[src/rtl/pwm_phase_monitor_if.sv]
// Signal bundle between a multi-phase PWM source/observer and pwm_phase_monitor.
// master drives the PWM lines and tick enable; slave is the monitor.
interface pwm_phase_monitor_if #(
  parameter int unsigned NPHASES = 4,
  parameter int unsigned CNT_W   = 9
);
  logic                       en;
  logic [NPHASES-1:0]         pwm_ph;
  logic                       meas_valid;
  logic [CNT_W-1:0]           period_cnt;
  logic [NPHASES*CNT_W-1:0]   phase_dly;
  logic [NPHASES*CNT_W-1:0]   duty_cnt;
  logic                       phase_ok;
  logic                       timeout;

  modport master (
    output en, pwm_ph,
    input  meas_valid, period_cnt, phase_dly, duty_cnt, phase_ok, timeout
  );

  modport slave (
    input  en, pwm_ph,
    output meas_valid, period_cnt, phase_dly, duty_cnt, phase_ok, timeout
  );
endinterface

[src/rtl/pwm_phase_monitor.sv]
// Per-period checker for phase-shifted PWM: measures period, per-phase rising-edge delay
// relative to phase 0 and per-phase high time, and flags deviation from ideal spacing.
module pwm_phase_monitor #(
  parameter int unsigned PERIOD  = 128,
  parameter int unsigned NPHASES = 4,
  parameter int unsigned CNT_W   = 9,
  parameter int unsigned TOL     = 2
) (
  input logic              clk,
  input logic              rst,
  pwm_phase_monitor_if.slave bus
);
  localparam int unsigned ErrW    = CNT_W + 1;
  localparam int unsigned Spacing = PERIOD / NPHASES;
  localparam logic [CNT_W-1:0]        CntMax      = '1;
  localparam logic [CNT_W-1:0]        TimeoutTick = CNT_W'(2 * PERIOD);
  localparam logic [CNT_W-1:0]        CntOne      = CNT_W'(1);
  localparam logic signed [ErrW-1:0]  TolS        = ErrW'(TOL);

  typedef enum logic [0:0] {StIdle, StMeas} state_e;

  state_e                         state_q, state_d;
  logic [CNT_W-1:0]               tick_q, tick_d;
  logic [NPHASES-1:0]             prev_q, prev_d;
  // Bit 0 is set whenever a window opens so slice 0 publishes as a plain 0 delay.
  logic [NPHASES-1:0]             cap_q, cap_d;
  logic [NPHASES-1:0][CNT_W-1:0]  dly_q, dly_d;
  logic [NPHASES-1:0][CNT_W-1:0]  acc_q, acc_d;

  logic                           valid_q, valid_d;
  logic                           tmo_q, tmo_d;
  logic                           ok_q, ok_d;
  logic [CNT_W-1:0]               period_q, period_d;
  logic [NPHASES-1:0][CNT_W-1:0]  pdly_q, pdly_d;
  logic [NPHASES-1:0][CNT_W-1:0]  duty_q, duty_d;

  logic [NPHASES-1:0]             rise;
  logic                           open_win;
  logic                           ok_calc;

  function automatic logic within_tol(logic [CNT_W-1:0] meas, int unsigned ideal);
    logic signed [ErrW-1:0] err;
    err = $signed({1'b0, meas}) - $signed(ErrW'(ideal));
    return (err <= TolS) && (err >= -TolS);
  endfunction

  always_comb begin
    ok_calc = within_tol(tick_q, PERIOD);
    for (int unsigned k = 1; k < NPHASES; k++) begin
      if (!cap_q[k] || !within_tol(dly_q[k], k * Spacing)) begin
        ok_calc = 1'b0;
      end
    end
  end

  always_comb begin
    state_d  = state_q;
    tick_d   = tick_q;
    prev_d   = prev_q;
    cap_d    = cap_q;
    dly_d    = dly_q;
    acc_d    = acc_q;
    valid_d  = 1'b0;
    tmo_d    = 1'b0;
    ok_d     = ok_q;
    period_d = period_q;
    pdly_d   = pdly_q;
    duty_d   = duty_q;
    rise     = '0;
    open_win = 1'b0;

    if (bus.en) begin
      rise     = bus.pwm_ph & ~prev_q;
      prev_d   = bus.pwm_ph;
      open_win = rise[0];
      unique case (state_q)
        StIdle: ;
        StMeas: begin
          if (rise[0]) begin
            valid_d  = 1'b1;
            period_d = tick_q;
            ok_d     = ok_calc;
            for (int unsigned k = 0; k < NPHASES; k++) begin
              pdly_d[k] = cap_q[k] ? dly_q[k] : CntMax;
              duty_d[k] = acc_q[k];
            end
          end else if (tick_q == TimeoutTick) begin
            tmo_d   = 1'b1;
            state_d = StIdle;
          end else begin
            tick_d = tick_q + CntOne;
            for (int unsigned k = 0; k < NPHASES; k++) begin
              if (rise[k] && !cap_q[k]) begin
                cap_d[k] = 1'b1;
                dly_d[k] = tick_q;
              end
              if (bus.pwm_ph[k] && (acc_q[k] != CntMax)) begin
                acc_d[k] = acc_q[k] + CntOne;
              end
            end
          end
        end
        default: ;
      endcase
    end

    // A phase-0 edge opens a fresh window; coincident phase edges count as delay 0.
    if (open_win) begin
      state_d = StMeas;
      tick_d  = CntOne;
      cap_d   = rise;
      dly_d   = '0;
      for (int unsigned k = 0; k < NPHASES; k++) begin
        acc_d[k] = {{(CNT_W-1){1'b0}}, bus.pwm_ph[k]};
      end
    end
  end

  always_ff @(posedge clk or posedge rst) begin
    if (rst) begin
      state_q  <= StIdle;
      tick_q   <= '0;
      prev_q   <= '0;
      cap_q    <= '0;
      dly_q    <= '0;
      acc_q    <= '0;
      valid_q  <= 1'b0;
      tmo_q    <= 1'b0;
      ok_q     <= 1'b0;
      period_q <= '0;
      pdly_q   <= '0;
      duty_q   <= '0;
    end else begin
      state_q  <= state_d;
      tick_q   <= tick_d;
      prev_q   <= prev_d;
      cap_q    <= cap_d;
      dly_q    <= dly_d;
      acc_q    <= acc_d;
      valid_q  <= valid_d;
      tmo_q    <= tmo_d;
      ok_q     <= ok_d;
      period_q <= period_d;
      pdly_q   <= pdly_d;
      duty_q   <= duty_d;
    end
  end

  assign bus.meas_valid = valid_q;
  assign bus.timeout    = tmo_q;
  assign bus.phase_ok   = ok_q;
  assign bus.period_cnt = period_q;
  assign bus.phase_dly  = pdly_q;
  assign bus.duty_cnt   = duty_q;

endmodule

[src/flat_wrapper.sv]
// flat-port wrapper written by rule: the top's interface ports become plain ports
module pwm_phase_monitor_flat 
#(
  parameter int unsigned PERIOD  = 128,
  parameter int unsigned NPHASES = 4,
  parameter int unsigned CNT_W   = 9,
  parameter int unsigned TOL     = 2
)
  (clk, rst, bus_en, bus_pwm_ph, bus_meas_valid, bus_period_cnt, bus_phase_dly, bus_duty_cnt, bus_phase_ok, bus_timeout);
  pwm_phase_monitor_if #(.NPHASES(NPHASES), .CNT_W(CNT_W)) bus_i ();
  input logic clk;
  input logic rst;
  input wire logic [$bits(bus_i.en)-1:0] bus_en;
  input wire logic [$bits(bus_i.pwm_ph)-1:0] bus_pwm_ph;
  output wire logic [$bits(bus_i.meas_valid)-1:0] bus_meas_valid;
  output wire logic [$bits(bus_i.period_cnt)-1:0] bus_period_cnt;
  output wire logic [$bits(bus_i.phase_dly)-1:0] bus_phase_dly;
  output wire logic [$bits(bus_i.duty_cnt)-1:0] bus_duty_cnt;
  output wire logic [$bits(bus_i.phase_ok)-1:0] bus_phase_ok;
  output wire logic [$bits(bus_i.timeout)-1:0] bus_timeout;
  assign bus_i.en = bus_en;
  assign bus_i.pwm_ph = bus_pwm_ph;
  assign bus_meas_valid = bus_i.meas_valid;
  assign bus_period_cnt = bus_i.period_cnt;
  assign bus_phase_dly = bus_i.phase_dly;
  assign bus_duty_cnt = bus_i.duty_cnt;
  assign bus_phase_ok = bus_i.phase_ok;
  assign bus_timeout = bus_i.timeout;
  pwm_phase_monitor #(.PERIOD(PERIOD), .NPHASES(NPHASES), .CNT_W(CNT_W), .TOL(TOL)) u_core (.clk(clk), .rst(rst), .bus(bus_i));
endmodule
[config.mk]
export PLATFORM = sky130hd
export DESIGN_NAME = pwm_phase_monitor_flat
export DESIGN_NICKNAME = d
export VERILOG_FILES = /design/src/rtl/pwm_phase_monitor_if.sv /design/src/rtl/pwm_phase_monitor.sv /design/src/flat_wrapper.sv
export SDC_FILE = /design/constraint.sdc
export NUM_CORES = 1
export LEC_CHECK = 0
export CAP_MARGIN = 5
export CORE_UTILIZATION = 60
export DETAILED_ROUTE_END_ITERATION = 10
export PLACE_DENSITY = 0.85
export SLEW_MARGIN = 20
export SYNTH_ARGS = -nofsm -noshare
export SYNTH_HDL_FRONTEND = slang
export SYNTH_SLANG_ARGS = --single-unit
[constraint.sdc]
create_clock -name clk -period 8.1 [get_ports clk]
set_input_delay 0.81 -clock clk [delete_from_list [all_inputs] [get_ports clk]]
set_output_delay 0.81 -clock clk [all_outputs]
set_load 0.02 [all_outputs]
==> results.md <==
- Largest net degree at the start of global routing: approximately 110
- Crit path cell chain: clkdlybuf4s50_1 -> and2_2 -> o21ai_2 -> or3_1 -> a21oi_1
- Fin. Hold Viols: 0
- Layout fillers: between 900 and 1,000
- Die area: 0.0136 sq mm
- TNS Setup: 0 ns
- Area leader, netlist: dfrtp_1
- CTS Buf Count: 17
- Final Max Slew Viols: 0
- Final Wtd Congestion: roughly 0.85
- Post-synth top area share: between 50 and 60%
- Vias in the first global route: slightly above 6,000
- P per Cell Area: roughly 300 mW/mm^2
- P_leak: between 4 and 5 nW
- CTS tree: yes
- Hold WC Path Type: flop to flop
- Layout Nets: 908
- Remaining DRCs: 0
- Leading cell types by count after synthesis: nand2_1 (195), dfrtp_1 (174), o21ai_0 (75)
- Worst slew pin tran: ~0.97 ns
- Worst-path fanout max: between 40 and 50
- FFs w/ async S/R, synth: 100%
- Initial antenna violation count: 0
- Synth Register Bits: approximately 170
- FMAX: around 0.34 GHz
- Synth area leaders: dfrtp_1 (55%), nand2_1 (9.3%), o21ai_0 (4.8%)
- # rows: between 40 and 50
- Worst setup EP type: flop
- Initial core utilization: between 60 and 70%
- Relative slew slack: approximately a third
- CTS max path bufs: 2
- Max cap viols: 0
- Clk_skew: 0.00567 ns
- CTS sink count: 174
- Post-Syn Nets: 835
- DR pass1 iterations: 5
- Post-DR wirelength/cell: approximately 17 um
- CP max stage cell: and2_2
- CTS Root Cell: clkbuf_16
- Starting DRT DRC Count: 426
- Total power: 2.81 mW
- Area grow syn2layout: 20.2%
- Status: complete, no violations
- Post-synth EDFFs: 0
- Slowest stage delay, CP: 0.89 ns
- DR top layer: met4
- Critical path arrival: approximately 3.3 ns
- Startpoint Class: input port
- Share of layout cells above drive strength 1: 6.40%
- Setup violators final: 0
- Sequential area share after synthesis: a little under three fifths
- Clk_lat worst skew: 0.43 ns
- Req. time, crit path: around 8.4 ns
- WP buf/inv: 1
- I/O pin cnt: 91
- Via density: around 5.8
- Met2 wire len: roughly 9600 um
- WS Path Type: input port to flop
- Antenna viol nets, final: 0
- Synth Cell Area: 0.00788 sq mm
- Total Wirelength: 18,400 um
- Post-CTS Setup Inserts: 0
- Most common cell in the synthesized netlist: nand2_1
- Post-synth cell types: just under 60
- Die H: 117 um
- Total congestion overflow: 0
- Via Count: between 6,000 and 7,000
- Gr usage total: 29.3%
- Core area: 0.0127 sq mm
- CTS hold repair buffers: 0
- Final Critical Period: approximately 3.0 ns
- Worst-path clk slew: roughly 0.06 ns
- Ys flop type: dfrtp_1
- RSZ-0062 raised after global routing: no
- Period utilisation layout: approximately 36%
- Metal3 WL: between 1000 and 1500 um
- Post-CTS sizing: 0
- VDD IR max: around 0.19 mV
- Met1 wire length: roughly 7300 um
- Detailed placement HPWL: 11,800 um
- CP top delay family: simple AND/OR/NAND/NOR gates
- Synth warn: 0
- Gate count of the mapped netlist: slightly above 800
- CTS HTree Levels: 4
- FF-to-FF setup slack: between 5 and 6 ns
- Ant. Diodes: 0
- Syn_area_per_cell: between 9 and 10 sq um
- First-pass GRT wire length: around 30,000 um
- Port Buffer Count: 90
- Die width: 117 um
==> cell usage in the layout, fill, tap and decap left out, drive strengths merged, types with 3 or more instances in the layout <==
| cell type | n |
|---|---|
| a31oi | 14 |
| bufinv | 5 |
| buf | 4 |
| nor4 | 5 |
| o21ai | 81 |
| a21oi | 14 |
| nor3 | 15 |
| clkinv | 4 |
| a2111oi | 3 |
| nand2 | 195 |
| nand4 | 6 |
| nand2b | 5 |
| xnor2 | 19 |
| or3 | 10 |
| o311ai | 3 |
| clkdlybuf4s50 | 90 |
| clkbuf | 20 |
| xor2 | 9 |
| dfrtp | 174 |
| nand3 | 23 |
| a32o | 4 |
| inv | 29 |
| nor2 | 49 |
| mux2i | 6 |
| ha | 22 |
| and2 | 11 |
| nand3b | 3 |
| mux2 | 4 |
| and3 | 9 |
| nor2b | 28 |
==> final timing paths <==
| kind | start | to | cells after the start |
|---|---|---|---|
| max | bus_en | u_core.acc_q[16] | 5 |
| max in group asynchronous | rst | u_core.bus.phase_dly[17] | 3 |
| min | u_core.bus.phase_dly[28] | u_core.bus.phase_dly[28] | 1 |
| max reg2reg | u_core.tick_q[4] | u_core.dly_q[22] | 4 |
| min in group asynchronous | rst | u_core.bus.duty_cnt[6] | 2 |
| min reg2reg | u_core.bus.phase_dly[28] | u_core.bus.phase_dly[28] | 1 |
==> kinds of logic (layout without fill, tap and decap cells) <==
family / after synthesis / in the layout / synth area share, %
XOR/XNOR: 28 / 28 / 3.11
AND/OR/NAND/NOR: 368 / 368 / 21.3
buffers and inverters: 69 / 154 / 4.17
multiplexers: 10 / 10 / 1.33
flip-flops: 174 / 174 / 55.2
AO/OA/AOI/OAI: 135 / 135 / 11.3
adder cells (fa/ha/maj): 22 / 22 / 3.49
==> where the power goes <==
group | leakage [nW] | internal [mW] | total, mW | switching [mW]
Combinational | 1.73 | 0.306 | 0.686 | 0.380
Sequential | 2.29 | 1.04 | 1.23 | 0.188
Clock | 0.312 | 0.560 | 0.892 | 0.332
==> routing by layer <==
layer  track usage [%]  vias to the layer above
met5                 0                        -
met3              5.35                       54
li1                  -                     2853
met4              15.2                        0
met2              50.1                      243
met1              35.5                     3031
==> stage by stage <==
step	worst slack, ns	util, %	hold slack (ns)	cells	cell area [sq um]
3_5_place_dp	4.63	69.3	0.462	1032	8810
2_1_floorplan	2.57	-	0.454	806	7880
6_report	5.15	74.5	0.474	1063	9470
5_1_grt	4.94	74.5	0.492	1063	9470
4_1_cts	5.05	74.4	0.480	1063	9460
3_3_place_gp	4.83	69.3	0.460	1032	8810
==> state kept, by name, summed over array words and instances (netlist names) <==
signal / flops
u_core.acc_q: 36
u_core.bus.duty_cnt: 36
u_core.bus.phase_dly: 36
u_core.dly_q: 36
u_core.bus.period_cnt: 9
u_core.tick_q: 9
u_core.cap_q: 4
u_core.prev_q: 4
u_core.bus.meas_valid: 1
u_core.bus.phase_ok: 1
u_core.bus.timeout: 1
u_core.state_q: 1
==> final cells by class <==
class | count | area (sq um) | share of cell area [%]
clock inverters | 11 | 189 | 1.99
well taps | 172 | 215 | 2.27
inverters | 29 | 114 | 1.20
multi-input cells | 563 | 3210 | 33.9
clock buffers | 20 | 457 | 4.82
flip-flops and latches | 174 | 4350 | 46.0
repair buffers | 94 | 935 | 9.87
Power figures use the tool's default switching activity.
